===== src/rtl/dmem_pkg.sv =====
// dmem_pkg: shared widths, FSM state and range helper
// for the data-memory preload writer.
package dmem_pkg;

  localparam int ADDR_W = 10;
  localparam int DATA_W = 32;
  localparam int DEPTH  = 1024;
  localparam int LEN_W  = ADDR_W + 1;

  typedef enum logic [1:0] {
    IDLE,
    LOAD,
    FLUSH
  } wr_state_e;

  // Extra bits keep a + n from wrapping before the compare.
  function automatic logic fits(
    input logic [ADDR_W-1:0] a,
    input logic [LEN_W-1:0]  n
  );
    logic [ADDR_W+1:0] span;
    span = {2'b00, a} + {1'b0, n};
    return span <= (ADDR_W+2)'(DEPTH);
  endfunction

endpackage


===== src/rtl/dmem_preload_writer_if.sv =====
// dmem_preload_writer_if: host word stream in,
// dmem write port out.
interface dmem_preload_writer_if;
  import dmem_pkg::*;

  logic              in_valid;
  logic [DATA_W-1:0] in_data;
  logic              in_ready;
  logic              mem_we;
  logic [ADDR_W-1:0] mem_addr;
  logic [DATA_W-1:0] mem_wdata;

  modport master (
    output in_valid,
    output in_data,
    input  in_ready,
    input  mem_we,
    input  mem_addr,
    input  mem_wdata
  );

  modport slave (
    input  in_valid,
    input  in_data,
    output in_ready,
    output mem_we,
    output mem_addr,
    output mem_wdata
  );

endinterface


===== src/rtl/dmem_wr_addr_gen.sv =====
// dmem_wr_addr_gen: loadable write-address counter
// with remaining-word count and last flag.
module dmem_wr_addr_gen
  import dmem_pkg::*;
(
  input  logic              clk,
  input  logic              reset,
  input  logic              load,
  input  logic [ADDR_W-1:0] load_addr,
  input  logic [LEN_W-1:0]  load_len,
  input  logic              step,
  output logic [ADDR_W-1:0] addr,
  output logic              last
);

  logic [LEN_W-1:0] remaining;

  always_ff @(posedge clk or negedge reset) begin
    if (!reset) begin
      addr      <= '0;
      remaining <= '0;
    end else if (load) begin
      addr      <= load_addr;
      remaining <= load_len;
    end else if (step && remaining != '0) begin
      remaining <= remaining - LEN_W'(1);
      // Hold on the final word so the address never wraps past DEPTH-1.
      if (!last)
        addr <= addr + ADDR_W'(1);
    end
  end

  assign last = (remaining == LEN_W'(1));

endmodule


===== src/rtl/dmem_preload_writer.sv =====
// dmem_preload_writer: streams host words into dmem
// while holding the CPU, then reports done and checksum.
module dmem_preload_writer
  import dmem_pkg::*;
#(
  parameter logic [ADDR_W-1:0] BASE_ADDR = ADDR_W'(100)
) (
  input  logic                  clk,
  input  logic                  reset,
  input  logic                  start,
  input  logic                  start_use_base,
  input  logic [ADDR_W-1:0]     start_addr,
  input  logic [LEN_W-1:0]      start_len,
  dmem_preload_writer_if.slave  bus,
  output logic                  cpu_hold,
  output logic                  done,
  output logic                  err,
  output logic [DATA_W-1:0]     checksum
);

  wr_state_e         state;
  logic [ADDR_W-1:0] a_sel;
  logic              in_range;
  logic              accept;
  logic              hs;
  logic [ADDR_W-1:0] ag_addr;
  logic              ag_last;

  assign a_sel    = start_use_base ? start_addr : BASE_ADDR;
  assign in_range = fits(a_sel, start_len);
  assign accept   = (state == IDLE) && start && in_range
                  && (start_len != '0);
  assign hs       = bus.in_valid && bus.in_ready;

  dmem_wr_addr_gen u_addr_gen (
    .clk       (clk),
    .reset     (reset),
    .load      (accept),
    .load_addr (a_sel),
    .load_len  (start_len),
    .step      (hs),
    .addr      (ag_addr),
    .last      (ag_last)
  );

  always_ff @(posedge clk or negedge reset) begin
    if (!reset) begin
      state         <= IDLE;
      bus.in_ready  <= 1'b0;
      bus.mem_we    <= 1'b0;
      bus.mem_addr  <= '0;
      bus.mem_wdata <= '0;
      cpu_hold      <= 1'b0;
      done          <= 1'b0;
      err           <= 1'b0;
      checksum      <= '0;
    end else begin
      bus.mem_we <= 1'b0;
      done       <= 1'b0;
      err        <= 1'b0;
      unique case (state)
        IDLE: begin
          if (start) begin
            if (!in_range) begin
              err <= 1'b1;
            end else if (start_len == '0) begin
              done     <= 1'b1;
              checksum <= '0;
            end else begin
              checksum     <= '0;
              cpu_hold     <= 1'b1;
              bus.in_ready <= 1'b1;
              state        <= LOAD;
            end
          end
        end
        LOAD: begin
          if (hs) begin
            bus.mem_we    <= 1'b1;
            bus.mem_addr  <= ag_addr;
            bus.mem_wdata <= bus.in_data;
            checksum      <= checksum + bus.in_data;
            // done rides with the final write, seen in FLUSH.
            if (ag_last) begin
              bus.in_ready <= 1'b0;
              done         <= 1'b1;
              state        <= FLUSH;
            end
          end
        end
        FLUSH: begin
          cpu_hold <= 1'b0;
          state    <= IDLE;
        end
        default: begin
          state <= IDLE;
        end
      endcase
    end
  end

endmodule


===== src/flat_wrapper.sv =====
// flat-port wrapper written by rule: the top's interface ports become plain ports
module dmem_preload_writer_flat import dmem_pkg::*;
#(
  parameter logic [ADDR_W-1:0] BASE_ADDR = ADDR_W'(100)
)
  (clk, reset, start, start_use_base, start_addr, start_len, cpu_hold, done, err, checksum, bus_in_valid, bus_in_data, bus_in_ready, bus_mem_we, bus_mem_addr, bus_mem_wdata);
  dmem_preload_writer_if bus_i ();
  input  logic clk;
  input  logic reset;
  input  logic start;
  input  logic start_use_base;
  input  logic [ADDR_W-1:0] start_addr;
  input  logic [LEN_W-1:0] start_len;
  output logic cpu_hold;
  output logic done;
  output logic err;
  output logic [DATA_W-1:0] checksum;
  input wire logic [$bits(bus_i.in_valid)-1:0] bus_in_valid;
  input wire logic [$bits(bus_i.in_data)-1:0] bus_in_data;
  output wire logic [$bits(bus_i.in_ready)-1:0] bus_in_ready;
  output wire logic [$bits(bus_i.mem_we)-1:0] bus_mem_we;
  output wire logic [$bits(bus_i.mem_addr)-1:0] bus_mem_addr;
  output wire logic [$bits(bus_i.mem_wdata)-1:0] bus_mem_wdata;
  assign bus_i.in_valid = bus_in_valid;
  assign bus_i.in_data = bus_in_data;
  assign bus_in_ready = bus_i.in_ready;
  assign bus_mem_we = bus_i.mem_we;
  assign bus_mem_addr = bus_i.mem_addr;
  assign bus_mem_wdata = bus_i.mem_wdata;
  dmem_preload_writer #(.BASE_ADDR(BASE_ADDR)) u_core (.clk(clk), .reset(reset), .start(start), .start_use_base(start_use_base), .start_addr(start_addr), .start_len(start_len), .bus(bus_i), .cpu_hold(cpu_hold), .done(done), .err(err), .checksum(checksum));
endmodule

===== config.mk =====
export PLATFORM = sky130hd
export DESIGN_NAME = dmem_preload_writer_flat
export DESIGN_NICKNAME = d
export VERILOG_FILES = /design/src/rtl/dmem_pkg.sv /design/src/rtl/dmem_preload_writer_if.sv /design/src/rtl/dmem_wr_addr_gen.sv /design/src/rtl/dmem_preload_writer.sv /design/src/flat_wrapper.sv
export SDC_FILE = /design/constraint.sdc
export NUM_CORES = 1
export LEC_CHECK = 0
export ABC_AREA = 1
export CORE_MARGIN = 10
export CORE_UTILIZATION = 50
export DETAILED_ROUTE_END_ITERATION = 10
export PLACE_DENSITY = 0.76
export SLEW_MARGIN = 20
export SYNTH_ARGS = -nofsm -noshare
export SYNTH_HDL_FRONTEND = slang
export SYNTH_HIERARCHICAL = 1
export SYNTH_SLANG_ARGS = --single-unit

===== constraint.sdc =====
create_clock -name clk -period 2.7 [get_ports clk]
set_input_delay 0.54 -clock clk [delete_from_list [all_inputs] [get_ports clk]]
set_output_delay 0.54 -clock clk [all_outputs]
set_load 0.01 [all_outputs]

==> impl_metrics.tcl, run 1 <==
set metrics [dict create \
    dp_hpwl_mm 17.7 \
    cp-end-kind "flip-flop" \
    period_minus_slack_ns 2.76 \
    syn_inst 1069 \
    clk_path_buf_depth 2 \
    total_power_mw 10.2 \
    synth_edf_count 0 \
    yosys_warnings 6 \
    detail-route-antenna-nets 0 \
    via_per_inst 5.43 \
    die_area_sq_um 19800 \
    ys.flop_type "dfrtp_1" \
    p_leak_nw 5.48 \
    critical_path_class "in2reg" \
    drv_slew 0 \
    dp.cells 1465 \
    path_clk_slew_ns 0.07 \
    worstPathArrival_ns 3.00 \
    synth.net_count 1174 \
    drive_above_1_share_pct 21.8 \
    pre_cts_ws_ns -0.833 \
    synth.largest_area_cell "dfrtp_1" \
    syn_area_per_cell_sq_um 6.81 \
    grt.overflow.total 0 \
    track_usage_pct 22.9 \
    fin_crit_sh_pct 102 \
    cts_tree "yes" \
    cts_num_sinks 102 \
    root_buffer "clkbuf_16" \
    setup_viol 19 \
    yosys.area.top_type_share_pct 35.0 \
    ios 137 \
    finalHoldViolations 0 \
    firstDrtPassIters 6 \
    cts_buffers 9 \
    fp.coreArea_sq_um 14400 \
    grt_pass1_vias 7723 \
    finalWeightedCongestion 0.945 \
    whs_ns 0.167 \
    ir_drop_mv 0.509 \
    worst_slack_ns -0.0590 \
    fin_skew_ns 0.00733 \
    crit_path_max_fanout 6 \
    synth_cell_types 38 \
    drtIter0Drc 614 \
    hold_path.class "in2async" \
    io_buffers 136 \
    cap_violations 0 \
    htreeDepth 3 \
    layout_commonest_cell "nand2_1" \
    drc 0 \
    violations "negative setup slack" \
    routed_wl_mm 24.6 \
    nets 1416 \
    layout_common_cells "363 x nand2_1, 118 x clkdlybuf4s50_1, 109 x buf_4" \
    max_slew.worst_pin.slew_ns 0.532 \
    netlist_area_sq_um 7280 \
    die_x_um 141 \
    vias 8144 \
    worstSkewPairLatency_ns 0.36 \
    fin_cells 1499 \
    grt_antenna_before_repair 1 \
    slew_headroom_pct 64.5 \
    rows 44 \
    async_flop_share_pct 100 \
    dieHeight_um 141 \
    seq_area_frac_synth_pct 35.0 \
    start_util_pct 50.5 \
    status "finished, violations left" \
    ys_top_cells_by_area "dfrtp_1 35%, nand2_1 21%, nand3_1 8.1%" \
    fmax_mhz 362 \
    powerDensity_nw_per_um2 952 \
    grt_max_degree 86 \
    critPathRequiredTime_ns 2.94 \
    rsz0062_at_grt "true" \
    syn2layout_area_growth_pct 46.4 \
    grt_pass1_wl_mm 37.8 \
    startpoint_type "input pin" \
    wire_per_inst_um 16.4 \
    ys_ff_latch 102 \
]
-- area by class of cell --
class / count / area [sq um]
timing repair inverter: 3 / 33.8
fill: 1117 / 3760
clock inverter: 3 / 46.3
sequential: 102 / 2550
inverter: 95 / 384
clock buffer: 11 / 243
antenna: 1 / 2.50
timing repair buffer: 254 / 2390
tap: 184 / 230
multi-input combinational: 846 / 4780
-- metrics by stage --
step / util, % / setup TNS (ns) / cell area, sq um
2_1_floorplan: - / -2.52 / 7370
3_3_place_gp: 66.6 / -34.95 / 9610
3_5_place_dp: 66.6 / -38.39 / 9610
4_1_cts: 69.7 / 0 / 10000
5_1_grt: 73.9 / -5.55 / 10700
6_report: 73.9 / -0.273 / 10700
-- metal layers --
layer / global-route usage [%] / up-vias / wire length (um)
met5: 0 / - / 0
met4: 6.20 / 0 / 675
met3: 6.28 / 63 / 2060
met2: 36.8 / 344 / 11400
met1: 29.6 / 3791 / 10500
li1: - / 3946 / -
-- state kept, by name (all words and copies together) (netlist names) --
name / flops
u_core/bus.in_ready: 1
u_core/bus.mem_addr: 10
u_core/bus.mem_wdata: 32
u_core/bus.mem_we: 1
u_core/checksum: 32
u_core/cpu_hold: 1
u_core/done: 1
u_core/err: 1
u_core/state: 2
u_core/u_addr_gen/addr: 10
u_core/u_addr_gen/remaining: 11
-- final timing paths --
path                                     startpoint                        endpoint  slack [ns]  cells after the start
min                                           reset         u_core/bus.mem_wdata[3]        0.17                      1
max                                   start_addr[6]  u_core/u_addr_gen/remaining[7]       -0.06                     21
min in group clk           u_core/bus.mem_wdata[17]        u_core/bus.mem_wdata[17]        0.47                      2
min reg2reg                u_core/bus.mem_wdata[17]        u_core/bus.mem_wdata[17]        0.47                      2
max reg2reg                      u_core/checksum[4]             u_core/checksum[31]        0.39                     12
max in group asynchronous                     reset             u_core/checksum[21]        1.85                      2
-- timing repair --
action,4_1_cts,5_1_grt
pin swaps,5,64
gates cloned,1,3
hold buffers,0,0
gates resized for setup,32,147
buffers inserted,4,12
hold endpoints to repair,0,0
setup endpoints to repair,58,58
-- worst max-delay path, stage by stage --
cell and delay (ns):
clkdlybuf4s50_1 0.45, inv_1 0.05, nand2_2 0.08, ha_4 0.23, nand2_1 0.09, nand2_2 0.09
inv_1 0.08, nand2_1 0.05, nand2_1 0.06, nand2_2 0.08, nor2_4 0.12, nand3_1 0.10
nor2_2 0.12, nand2_2 0.07, nand2_2 0.10, nand3_4 0.11, clkinv_8 0.12, clkinv_8 0.08
or2_4 0.26, nand3_2 0.05, nand2_1 0.06
-- cell usage after synthesis, types with 8 or more instances --
cell and count:
dfrtp_1 102, o21ai_0 37, ha_1 45, nor2_1 83, inv_1 93, nor3_1 8, clkbuf_1 17, o21ai_1 10
nand2_1 405, a21oi_1 45, xnor2_1 12, nand3_1 118, nand4_1 9, or2_2 15
-- power by group --
group	total (mW)	leakage, nW	switching (mW)	internal, mW
Clock	1.32	0.138	0.585	0.737
Sequential	2.76	1.31	0.574	2.19
Combinational	6.07	4.04	3.24	2.83
-- cells by family after synthesis --
| family | after synthesis | share of synthesized area (%) |
|---|---|---|
| AO/OA/AOI/OAI | 117 | 8.98 |
| buffers and inverters | 121 | 6.73 |
| AND/OR/NAND/NOR | 665 | 38.9 |
| flip-flops | 102 | 35.0 |
| adder cells (fa/ha/maj) | 47 | 8.28 |
| XOR/XNOR | 17 | 2.04 |
Power figures use the tool's default switching activity.
==> run 2, diff against run 1 <==
- SLEW_MARGIN: 20 -> 0
==> results of run 2 <==
Final layout, timing and power as in run 1 (identical DEF).
==> run 3, diff against run 2 <==
- CAP_MARGIN: unset -> 20
==> results of run 3 <==
Final layout, timing and power as in run 1 (identical DEF).
